`src/rtl/seg7_pkg.sv`:
```
// rtl/seg7_pkg.sv - seven-segment decode constants and defaults
package seg7_pkg;

    localparam int DEF_REFRESH_DIV  = 100000;
    localparam int DEF_BLINK_FRAMES = 250;

    localparam logic [6:0] SEG_BLANK = 7'b1111111;

    // Segment order a..g from MSB to LSB, active low.
    localparam logic [6:0] SEG_HEX [0:15] = '{
        7'b0000001, 7'b1001111, 7'b0010010, 7'b0000110,
        7'b1001100, 7'b0100100, 7'b0100000, 7'b0001111,
        7'b0000000, 7'b0000100, 7'b0001000, 7'b1100000,
        7'b0110001, 7'b1000010, 7'b0110000, 7'b0111000
    };

    function automatic logic [6:0] seg7_decode(input logic [3:0] nibble);
        return SEG_HEX[nibble];
    endfunction

endpackage

```
`src/rtl/seg7_prescaler.sv`:
```
// rtl/seg7_prescaler.sv - free-running divider producing one tick every DIV cycles
module seg7_prescaler #(
    parameter int DIV = 100000
) (
    input  logic clk,
    input  logic rst,
    output logic tick
);

    localparam int CW = (DIV > 1) ? $clog2(DIV) : 1;
    localparam logic [CW-1:0] LAST = CW'(DIV - 1);

    logic [CW-1:0] cnt_q;
    logic [CW-1:0] cnt_d;

    assign tick = (cnt_q == LAST);

    always_comb begin
        cnt_d = tick ? '0 : cnt_q + 1'b1;
    end

    always_ff @(posedge clk) begin
        if (rst) begin
            cnt_q <= '0;
        end else begin
            cnt_q <= cnt_d;
        end
    end

endmodule

```
`src/rtl/seg7_mux_driver.sv`:
```
// rtl/seg7_mux_driver.sv - time-multiplexed N-digit seven-segment driver
module seg7_mux_driver
    import seg7_pkg::*;
#(
    parameter int NUM_DIGITS   = 4,
    parameter int REFRESH_DIV  = DEF_REFRESH_DIV,
    parameter int BLINK_FRAMES = DEF_BLINK_FRAMES,
    parameter int LZ_BLANK     = 1
) (
    input  logic                    clk,
    input  logic                    rst,
    input  logic                    en,
    input  logic                    load,
    input  logic [4*NUM_DIGITS-1:0] value_in,
    input  logic [NUM_DIGITS-1:0]   dp_in,
    input  logic [NUM_DIGITS-1:0]   blank_in,
    input  logic [NUM_DIGITS-1:0]   blink_in,
    output logic [6:0]              CA,
    output logic                    DP,
    output logic [NUM_DIGITS-1:0]   AN,
    output logic                    frame_start
);

    localparam int N  = NUM_DIGITS;
    localparam int BW = 7 * N;
    localparam int IW = (N > 1) ? $clog2(N) : 1;
    localparam int FW = (BLINK_FRAMES > 1) ? $clog2(BLINK_FRAMES) : 1;
    localparam logic [IW-1:0] IDX_LAST = IW'(N - 1);
    localparam logic [FW-1:0] FRM_LAST = FW'(BLINK_FRAMES - 1);

    logic          tick;
    logic          frame_wrap;
    logic [IW-1:0] idx_q;
    logic [FW-1:0] fcnt_q;
    logic          phase_q;
    logic [BW-1:0] in_buf;
    logic [BW-1:0] pend_q;
    logic [BW-1:0] disp_q;
    logic [N-1:0]  an_q;
    logic [N-1:0]  an_d;
    logic [6:0]    ca_q;
    logic [6:0]    ca_d;
    logic          dp_q;
    logic          dp_d;
    logic          fs_q;

    logic [4*N-1:0] disp_val;
    logic [N-1:0]   disp_dp;
    logic [N-1:0]   disp_blank;
    logic [N-1:0]   disp_blink;
    logic [N-1:0]   lz;
    logic           upper_zero;
    logic           dark;

    seg7_prescaler #(.DIV(REFRESH_DIV)) u_prescaler (
        .clk  (clk),
        .rst  (rst),
        .tick (tick)
    );

    assign frame_wrap = tick && (idx_q == IDX_LAST);
    assign in_buf     = {value_in, dp_in, blank_in, blink_in};
    assign disp_val   = disp_q[BW-1 -: 4*N];
    assign disp_dp    = disp_q[3*N-1 -: N];
    assign disp_blank = disp_q[2*N-1 -: N];
    assign disp_blink = disp_q[N-1:0];

    // A digit is leading-zero suppressed when it and every digit above it is 0.
    always_comb begin
        upper_zero = 1'b1;
        lz         = '0;
        for (int k = N - 1; k >= 0; k--) begin
            upper_zero = upper_zero && (disp_val[4*k +: 4] == 4'h0);
            lz[k]      = upper_zero && (k != 0) && (LZ_BLANK != 0);
        end
    end

    always_comb begin
        an_d = '1;
        ca_d = SEG_BLANK;
        dp_d = 1'b1;
        dark = !en || disp_blank[idx_q] || (disp_blink[idx_q] && phase_q)
               || (lz[idx_q] && !disp_dp[idx_q]);
        if (!dark) begin
            an_d[idx_q] = 1'b0;
            dp_d        = ~disp_dp[idx_q];
            // A suppressed digit with its point set keeps only the point lit.
            if (!lz[idx_q]) begin
                ca_d = seg7_decode(disp_val[{idx_q, 2'b00} +: 4]);
            end
        end
    end

    always_ff @(posedge clk) begin
        if (rst) begin
            idx_q   <= '0;
            fcnt_q  <= '0;
            phase_q <= 1'b0;
            pend_q  <= '0;
            disp_q  <= '0;
            an_q    <= '1;
            ca_q    <= SEG_BLANK;
            dp_q    <= 1'b1;
            fs_q    <= 1'b0;
        end else begin
            if (tick) begin
                idx_q <= frame_wrap ? '0 : idx_q + 1'b1;
            end
            if (load) begin
                pend_q <= in_buf;
            end
            if (frame_wrap) begin
                disp_q <= load ? in_buf : pend_q;
                fcnt_q <= (fcnt_q == FRM_LAST) ? '0 : fcnt_q + 1'b1;
                if (fcnt_q == FRM_LAST) begin
                    phase_q <= ~phase_q;
                end
            end
            an_q <= an_d;
            ca_q <= ca_d;
            dp_q <= dp_d;
            fs_q <= frame_wrap;
        end
    end

    assign AN          = an_q;
    assign CA          = ca_q;
    assign DP          = dp_q;
    assign frame_start = fs_q;

endmodule

```
`config.mk`:
```
export PLATFORM = sky130hd
export DESIGN_NAME = seg7_mux_driver
export DESIGN_NICKNAME = d
export VERILOG_FILES = /design/src/rtl/seg7_pkg.sv /design/src/rtl/seg7_prescaler.sv /design/src/rtl/seg7_mux_driver.sv
export SDC_FILE = /design/constraint.sdc
export NUM_CORES = 1
export LEC_CHECK = 0
export ABC_CLOCK_PERIOD_IN_PS = 3200
export CORE_MARGIN = 2
export CORE_UTILIZATION = 30
export DETAILED_ROUTE_END_ITERATION = 6
export GPL_TIMING_DRIVEN = 0
export SLEW_MARGIN = 20
export SYNTH_ARGS = -nofsm -noshare
export SYNTH_HDL_FRONTEND = slang
export SYNTH_SLANG_ARGS = --single-unit
```
`constraint.sdc`:
```
create_clock -name clk -period 3.2 [get_ports clk]
set_clock_uncertainty 0.1 [all_clocks]
set_input_delay 0.96 -clock clk [delete_from_list [all_inputs] [get_ports clk]]
set_output_delay 0.96 -clock clk [all_outputs]
set_load 0.02 [all_outputs]
```
==> out/qor.yml <==
clkSinkCount: 97
worst_ep_required_time_ps: 3340
peakVddDrop_uv: 290.7
outcome: "complete, no violations"
tightest_slew_ps: 1057
multi_input_area_um2: 2039
netlist_top_cells_area: "dfxtp_1 47%, mux2i_1 9.0%, nor2_1 8.0%"
layout_common_cells: "97 x dfxtp_1, 88 x nor2_1, 42 x clkdlybuf4s50_1"
start_util: 0.3085
netlist_area_um2: 4118
antenna_left: 0
post-route-period-util: 0.8171
cts_resized: 0
gp_congestion: 0.7984
hold_buffers: 0
h-tree-depth: 3
nNetsFinal: 523
grt_start_max_net_pins: 15
syn_inst: 425
overflow: 0
placed_area_um2: 4758
die_w_um: 121.2
power_density_nw_per_um2: 479.0
num_antenna_cells: 0
drive_gt1_frac: 0.07676
startpoint_type: "register"
vias_per_cell: 4.733
drc_errors: 0
io_pins: 45
syn_nets: 470
drv_cap: 0
die_area_um2: 14680
rows: 42
grt_pass1_vias: 2977
min_path_cells: 1
synth.top_cell.area_share: 0.4716
r2r_cells: 8
max-slew-margin-rel: 0.2897
crit_type: "register to register"
fin_hold_ws_ps: 366.5
totalWireLength_um: 8693
ys_types: 45
syn_to_final_growth_pct: 22.42
min_period_ps: 2615
finalMaxSlewViolations: 0
clk_latency_ps: 350
clk_pin_slew_worst_paths_ps: 70
arrival_ps: 2750
clockRootBuffer: "clkbuf_16"
cts_made_buffers: 9
synth_top_area_cell: "dfxtp_1"
fillCellCount: 1368
clockBufferDepth: 2
end_kind: "register"
hold_viol_final: 0
antenna_found_initial: 0
setup_tns_ps: 0
vias: 3114
leakage_nw: 1.919
max_freq_mhz: 382.5
grt_util_all_layers: 0.1244
rsz0062_at_grt: "no"
coreArea_um2: 13350
ys_warn_count: 0
hpwl_um: 6357
seq_area_um2: 1942
drtIter0Drc: 162
critPathMaxFanout: 10
synth_seq_cells: 97
io_buffers: 42
grt_first_pass_wirelength_um: 14220
dr.pass1.iters: 4
synth-seq-area-share: 0.4716
die_height_um: 121.2
design_area_um2: 5041
wire_per_inst_um: 13.21
setup_viol: 0
cts_tree: "built"
synth_area_per_cell_um2: 9.689
hold_class: "register to register"
mostFrequentLayoutCell: "dfxtp_1"
cts_setup_buffers: 0
==> power by group <==
part	total, mW	internal, mW	switching, mW
Sequential	1.24	1.24	0.00850
Combinational	0.143	0.0707	0.0724
Clock	1.03	0.585	0.442
==> Yosys cell counts <==
master      n
nand2b_1    2
a31oi_1     1
nor4b_2     1
and3_1      7
a2111oi_4   1
a41oi_1     1
clkinv_1    1
a211o_1     2
and2_1      3
mux2_2      5
nand4_2     1
inv_1       8
buf_1       2
or4_1       4
o21a_1      1
clkbuf_1   17
a31o_2      2
nand4_1     3
nand2_1    18
or2_1       2
a21oi_1    11
nand3_1     7
xnor2_1     5
a211oi_1   30
ha_1       13
o31ai_1     1
nor3b_1     1
o22ai_1     2
mux2i_1    37
buf_2       4
mux4_2      5
buf_6       1
and4bb_2    2
nand2_4     1
a311o_1     2
nor2_1     88
nor3_1      9
nor4_1      1
or3_1       4
a311oi_1    1
and4_1      2
o211a_1     1
dfxtp_1    97
xor2_1     12
o21ai_0     6
==> state kept, by name, summed over array words and instances, names as in the netlist <==
signal	cells
disp_q	28
pend_q	28
u_prescaler.cnt_q	17
fcnt_q	8
CA	7
AN	4
idx_q	2
DP	1
frame_start	1
phase_q	1
==> cells by family (layout without fill, tap and decap cells) <==
logic type / Yosys count / count (layout) / synth area share
xor+xnor: 17 / 17 / 0.03616
flops: 97 / 97 / 0.4716
compound gates: 62 / 62 / 0.1103
mux: 47 / 47 / 0.1310
fa+ha+maj: 13 / 13 / 0.03950
simple gates: 156 / 156 / 0.1784
buf+inv: 33 / 90 / 0.03312
==> cell type report <==
class,count,share of cell area
clock inverter,2,0.002482
sequential,97,0.3852
clock buffer,13,0.05361
inverter,9,0.006701
buffer,24,0.02035
multi-input combinational,295,0.4046
timing repair buffer,42,0.08340
tap,176,0.04368
==> worst max-delay path, stage by stage (launching register included) <==
cell      delay (ps)
dfxtp_1          390
buf_6            170
buf_2            270
mux4_2           630
inv_1            140
ha_1             230
nor2_1           150
a211oi_1          70
a311o_1          350
==> through the flow <==
step / power, mW / std cells / setup WS, ps / util
CTS: 2.443 / 658 / 570.3 / 0.3777
floorplan: 1.346 / 425 / 759.2 / -
finish: 2.414 / 658 / 585.3 / 0.3777
global placement: 1.414 / 643 / 341.3 / 0.3565
global route: 2.497 / 658 / 307.1 / 0.3777
detailed placement: 1.417 / 643 / 295.1 / 0.3565
==> routing by layer <==
metal	GRT usage	wire, um
met1	0.1656	4295
met2	0.1879	3919
met3	0.03618	319
met4	0.05244	158
met5	0	0
==> worst paths after layout <==
check,from,end,slack [ps]
max,idx_q[0]$_SDFFE_PP0P_,CA[5]$_SDFF_PP1_,590
min,u_prescaler.cnt_q[0]$_SDFF_PP0_,u_prescaler.cnt_q[0]$_SDFF_PP0_,370
max reg2reg,idx_q[0]$_SDFFE_PP0P_,CA[5]$_SDFF_PP1_,590
min reg2reg,u_prescaler.cnt_q[0]$_SDFF_PP0_,u_prescaler.cnt_q[0]$_SDFF_PP0_,370
Power figures use the tool's default switching activity.
